### src/rtl/sdram_rw_arbiter_pkg.sv
// sdram_arb_pkg: shared states, command record and direction codes for the SDRAM port arbiter
package sdram_arb_pkg;
    localparam int ARB_ADDR_W = 32;
    localparam int ARB_CNT_W  = 11;
    localparam logic DIR_READ  = 1'b0;
    localparam logic DIR_WRITE = 1'b1;
    typedef enum logic [1:0] {IDLE, ISSUE, BUSY, DONE} arb_state_e;
    typedef struct packed {
        logic [ARB_ADDR_W-1:0] addr;
        logic [ARB_CNT_W-1:0]  cnt;
        logic                  write;
    } rw_cmd_t;
endpackage

### src/rtl/sdram_rw_arbiter_rr_arbiter.sv
// rr_arbiter: combinational round-robin pick of the first request at or after i_ptr
module rr_arbiter #(
    parameter int N     = 2,
    parameter int IDX_W = (N > 1) ? $clog2(N) : 1
) (
    input  logic [N-1:0]     i_req,
    input  logic [IDX_W-1:0] i_ptr,
    output logic [N-1:0]     o_grant,
    output logic [IDX_W-1:0] o_idx,
    output logic             o_valid
);
    always_comb begin
        o_idx = '0;
        for (int k = N - 1; k >= 0; k--) begin
            if (i_req[(int'(i_ptr) + k) % N]) o_idx = IDX_W'((int'(i_ptr) + k) % N);
        end
    end
    assign o_valid = |i_req;
    assign o_grant = o_valid ? (N'(1) << o_idx) : '0;
endmodule

### src/rtl/sdram_rw_arbiter.sv
// sdram_rw_arbiter: round-robin share of the SDRAM wrapper command port between NPU requesters
module sdram_rw_arbiter
    import sdram_arb_pkg::*;
#(
    parameter int NUM_REQ = 2,
    parameter int SDRAM_W = 128,
    parameter int CNT_W   = ARB_CNT_W,
    parameter int ADDR_W  = ARB_ADDR_W
) (
    input  logic                        clk,
    input  logic                        rst_n,
    input  logic [NUM_REQ-1:0]          i_req_valid,
    input  logic [NUM_REQ-1:0]          i_req_write,
    input  logic [NUM_REQ*ADDR_W-1:0]   i_req_addr,
    input  logic [NUM_REQ*CNT_W-1:0]    i_req_cnt,
    output logic [NUM_REQ-1:0]          o_req_grant,
    output logic [NUM_REQ-1:0]          o_req_done,
    output logic [NUM_REQ-1:0]          o_req_rd_valid,
    output logic [SDRAM_W-1:0]          o_req_rd_data,
    output logic [NUM_REQ-1:0]          o_req_wr_nxt,
    input  logic [NUM_REQ*SDRAM_W-1:0]  i_req_wr_data,
    output logic [ADDR_W-1:0]           o_rw_addr,
    output logic [CNT_W-1:0]            o_rw_cnt,
    output logic                        o_read_start,
    output logic                        o_write_start,
    input  logic                        i_rw_done,
    input  logic                        i_read_valid,
    input  logic [SDRAM_W-1:0]          i_read_data,
    input  logic                        i_write_nxt,
    output logic [SDRAM_W-1:0]          o_write_data
);
    localparam int IDX_W = $clog2(NUM_REQ);
    arb_state_e         r_state, w_next;
    logic [IDX_W-1:0]   r_ptr, r_owner, w_pick_idx;
    rw_cmd_t            r_cmd;
    logic [NUM_REQ-1:0] w_pick_oh, w_owner_oh;
    logic               w_any, w_busy_rd, w_busy_wr;
    logic [ADDR_W-1:0]  w_sel_addr;
    logic [CNT_W-1:0]   w_sel_cnt;

    rr_arbiter #(.N(NUM_REQ), .IDX_W(IDX_W)) u_rr (
        .i_req   (i_req_valid),
        .i_ptr   (r_ptr),
        .o_grant (w_pick_oh),
        .o_idx   (w_pick_idx),
        .o_valid (w_any)
    );

    assign w_sel_addr = i_req_addr[w_pick_idx*ADDR_W +: ADDR_W];
    assign w_sel_cnt  = i_req_cnt[w_pick_idx*CNT_W +: CNT_W];

    always_comb begin
        w_next = r_state;
        case (r_state)
            IDLE:    if (w_any) w_next = (w_sel_cnt == '0) ? DONE : ISSUE;
            ISSUE:   w_next = BUSY;
            BUSY:    if (i_rw_done) w_next = DONE;
            default: w_next = IDLE;
        endcase
    end

    always_ff @(posedge clk or negedge rst_n) begin
        if (!rst_n) begin
            r_state <= IDLE;
            r_ptr   <= '0;
            r_owner <= '0;
            r_cmd   <= '0;
        end else begin
            r_state <= w_next;
            if (r_state == IDLE && w_any) begin
                r_owner <= w_pick_idx;
                r_cmd   <= '{addr: ARB_ADDR_W'(w_sel_addr), cnt: ARB_CNT_W'(w_sel_cnt),
                             write: i_req_write[w_pick_idx]};
            end
            if (r_state == DONE) r_ptr <= (int'(r_owner) == NUM_REQ - 1) ? '0 : r_owner + 1'b1;
        end
    end

    // grant is combinational in IDLE, so it is masked while reset is held
    assign o_req_grant    = (r_state == IDLE && rst_n) ? w_pick_oh : '0;
    assign w_owner_oh     = NUM_REQ'(1) << r_owner;
    assign w_busy_rd      = r_state == BUSY && r_cmd.write == DIR_READ;
    assign w_busy_wr      = r_state == BUSY && r_cmd.write == DIR_WRITE;
    assign o_req_done     = (r_state == DONE) ? w_owner_oh : '0;
    assign o_req_rd_valid = (w_busy_rd && i_read_valid) ? w_owner_oh : '0;
    assign o_req_wr_nxt   = (w_busy_wr && i_write_nxt) ? w_owner_oh : '0;
    assign o_req_rd_data  = i_read_data;
    assign o_write_data   = w_busy_wr ? i_req_wr_data[r_owner*SDRAM_W +: SDRAM_W] : '0;
    assign o_read_start   = r_state == ISSUE && r_cmd.write == DIR_READ;
    assign o_write_start  = r_state == ISSUE && r_cmd.write == DIR_WRITE;
    assign o_rw_addr      = ADDR_W'(r_cmd.addr);
    assign o_rw_cnt       = CNT_W'(r_cmd.cnt);
endmodule

### config.mk
export PLATFORM = sky130hd
export DESIGN_NAME = sdram_rw_arbiter
export DESIGN_NICKNAME = d
export VERILOG_FILES = /design/src/rtl/sdram_rw_arbiter_pkg.sv /design/src/rtl/sdram_rw_arbiter_rr_arbiter.sv /design/src/rtl/sdram_rw_arbiter.sv
export SDC_FILE = /design/constraint.sdc
export NUM_CORES = 1
export LEC_CHECK = 0
export BUFFER_PORTS_ARGS = -buffer_cell sky130_fd_sc_hd__buf_2
export CORE_AREA = 2 2 306 308
export CTS_BUF_LIST = sky130_fd_sc_hd__clkbuf_8
export DETAILED_ROUTE_END_ITERATION = 8
export DIE_AREA = 0 0 308 310
export SLEW_MARGIN = 20
export SYNTH_ARGS = -nofsm -noshare
export SYNTH_HDL_FRONTEND = slang
export SYNTH_SLANG_ARGS = --single-unit
export TNS_END_PERCENT = 5
### constraint.sdc
create_clock -name clk -period 1.8 [get_ports clk]
set_input_delay 0.09 -clock clk [delete_from_list [all_inputs] [get_ports clk]]
set_output_delay 0.09 -clock clk [all_outputs]
set_load 0.01 [all_outputs]
==> out/qor.txt <==
Core Footprint -> 92,500 um^2
crit path capture -> o_req_rd_valid[0]
setup repair after global routing missed its margin -> true
Worst setup EP type -> output port
footprint of the multi-input gates -> 3290 um^2
vias in the first global route -> 6,367
nets -> 1,627
fin crit period -> 2.02 ns
critical path arrival -> 1.93 ns
R2R Path End -> r_owner$_DFFE_PN0P_
largest net degree at the start of global routing -> 51
Yosys reg bits -> 48
clock skew -> 0.0198 ns
Total Power -> 12.2 mW
global-route usage over all layers -> 0.0866
Area Overhead vs Synth -> 83.7%
prevailing post-synth register cell -> dfrtp_1
status -> finished with violations
CTS H-tree lvls -> 2
Ports -> 788
R2R cell count -> 5
Syn Nets -> 1,173
IO buf count -> 531
IR Drop Worst-Case VDD -> 0.909 mV
most common cell after layout, fill and taps aside -> buf_2
required time of the worst setup path -> 1.71 ns
failing checks -> negative setup slack
part of the cycle the worst path needs -> 1.12
CTS Root Cell -> clkbuf_8
hold crit path type -> in -> reg
Clk Latency, worst-skew pair -> 0.35 ns
reg-to-reg critical path startpoint -> r_owner$_DFFE_PN0P_
Reg clk slew, reported paths -> 0.14 ns
starting density of the core -> 0.0603
Syn Area/Cell -> 8.09 um^2
clock buffer depth -> 2
Slew Viols, Final -> 0
DRC violations left -> 0
share of cells above drive strength 1 -> 0.635
drt first pass iters -> 4
total grt overflow -> 0
total CTS buffers -> 5
reg-to-reg setup timing slack -> 0.04 ns
die height -> 310 um
Crit Path Category -> reg -> out
power density over the cells -> 1190 nW/um^2
count of cell types in the netlist -> 33
Static Leak -> 5.13 nW
number of enable flip-flop cells after synthesis -> 0
CTS sink count -> 48
Seq/Total Area, Yosys -> 0.215
Storage cell area -> 1210 um^2
Max-Cap Viols -> 0
DP HPWL -> 37,900 um
Max-slew headroom -> 0.548
CP startpoint -> r_owner$_DFFE_PN0P_
Routability Congestion -> 0.821
crit path launch type -> flop
Final Non-Filler Cells -> 2,348
wire length per cell -> 19.4 um
Synth area leader -> mux2i_1
commonest cells after routing, fill and taps aside -> 511 x buf_2, 151 x mux2i_1, 95 x nor2_1, 89 x buf_4, 46 x dfrtp_1
Fin. Hold Viols -> 0
# setup viols final -> 118
Worst Path Max Fanout -> 13
Synth Instances -> 690
filler cell count -> 10.7k
Routed Wire Length -> 45,600 um
initial antenna violation count -> 14
min setup slack post-route -> -0.219 ns
DR iter-0 viols -> 254
Post-Place Cells -> 2,294
fin util -> 0.111
Post-synth ARST share -> 1.00
Synth Warn # -> 0
Die Wd -> 308 um
f_max -> 0.495 GHz
first-pass GRT wire length -> 54,600 um
die area -> 95,500 um^2
Vias per Instance -> 2.82
Yosys top cell area share -> 0.309
row count -> 112
CTS tree -> yes
Synth area leaders -> mux2i_1 31%, buf_4 23%, dfrtp_1 22%
Slew @ Worst Pin -> 0.677 ns
vias post-DR -> 6,628
Routed Antenna Nets -> 0
Post-Syn Area -> 5580 um^2
==> worst min-delay path by stage <==
stage / depth (start not counted) / slack (ns) / from / end
3_3_place_gp: 0 / 0.18 / i_read_data[104] / o_req_rd_data[104]
6_report: 3 / 0.03 / i_req_addr[9] / o_rw_addr[9]$_DFFE_PN0P_
5_1_grt: 3 / 0.008 / i_req_addr[38] / o_rw_addr[6]$_DFFE_PN0P_
3_5_place_dp: 0 / 0.18 / i_read_data[104] / o_req_rd_data[104]
4_1_cts: 3 / 0.0001 / i_req_addr[42] / o_rw_addr[10]$_DFFE_PN0P_
2_1_floorplan: 0 / -0.21 / rst_n / o_rw_addr[0]$_DFFE_PN0P_
==> logic make-up after synthesis <==
kind of cell,Yosys count,share of synthesized area
buffers and inverters,216,0.265
and+or+nand+nor,199,0.148
muxes,172,0.309
AOI/OAI and AO/OA,51,0.0549
DFF,48,0.215
adders and majority gates,4,0.00897
==> final cells by class <==
type | count | area share
Timing Repair Buffer | 659 | 0.399
Clock buffer | 5 | 0.00671
Clock inverter | 3 | 0.00671
Sequential cell | 48 | 0.118
Antenna cell | 6 | 0.00146
Tap cell | 1197 | 0.146
Inverter | 2 | 0.000732
Multi-Input combinational cell | 428 | 0.321
==> critical path, cell delays in order (launching register included) <==
cell and delay (ns):
dfrtp_4 0.59, buf_8 0.17, buf_12 0.15, buf_12 0.16, nor4bb_4 0.27, buf_2 0.17
==> Yosys cell counts, types with 2 or more instances <==
| cell type | count |
|---|---|
| clkbuf_1 | 23 |
| nand2_1 | 46 |
| nor2_1 | 132 |
| o21ai_1 | 8 |
| buf_4 | 171 |
| mux2i_1 | 172 |
| inv_1 | 2 |
| ha_1 | 4 |
| or3_1 | 2 |
| dfrtp_1 | 48 |
| and2_1 | 3 |
| o21ai_0 | 37 |
| nor4_1 | 2 |
| nor2b_1 | 3 |
| buf_2 | 19 |
==> layer usage <==
layer	track usage	routed length [um]
met5	0	56
met4	0.0526	2980
met3	0.0356	4600
met2	0.150	21600
met1	0.0870	16300
==> through the flow <==
stage | area [um^2] | TNS (ns) | setup slack (ns) | hold slack [ns]
floorplan | 5580 | 0 | 0.273 | -0.206
global placement | 9100 | -1.03 | -0.164 | 0.180
detailed placement | 9100 | -1.68 | -0.151 | 0.180
CTS | 9960 | -17.82 | -0.250 | 0.000122
global route | 10200 | -24.51 | -0.291 | 0.00758
finish | 10200 | -11.24 | -0.219 | 0.0307
==> report_power, final <==
part	internal [mW]	leakage, nW	switching [mW]	total [mW]
Combinational	4.18	4.48	4.97	9.15
Sequential	1.62	0.588	0.389	2.01
Clock	0.562	0.0688	0.503	1.06
==> registers in the layout (all words and copies together), names as in the netlist <==
name / count
o_rw_addr: 32
r_state: 2
r_cmd: 1
o_rw_cnt: 11
r_owner: 1
r_ptr: 1
==> repair_timing <==
action                                  4_1_cts  5_1_grt
endpoints found under the setup margin      135      137
pin swaps                                     8        4
resized for setup                            86       45
gates cloned                                  4        3
hold buffers                                 18        0
hold endpoints to repair                     29        0
buffers inserted                             13        4
No activity file was read; power rests on OpenSTA's default activity.
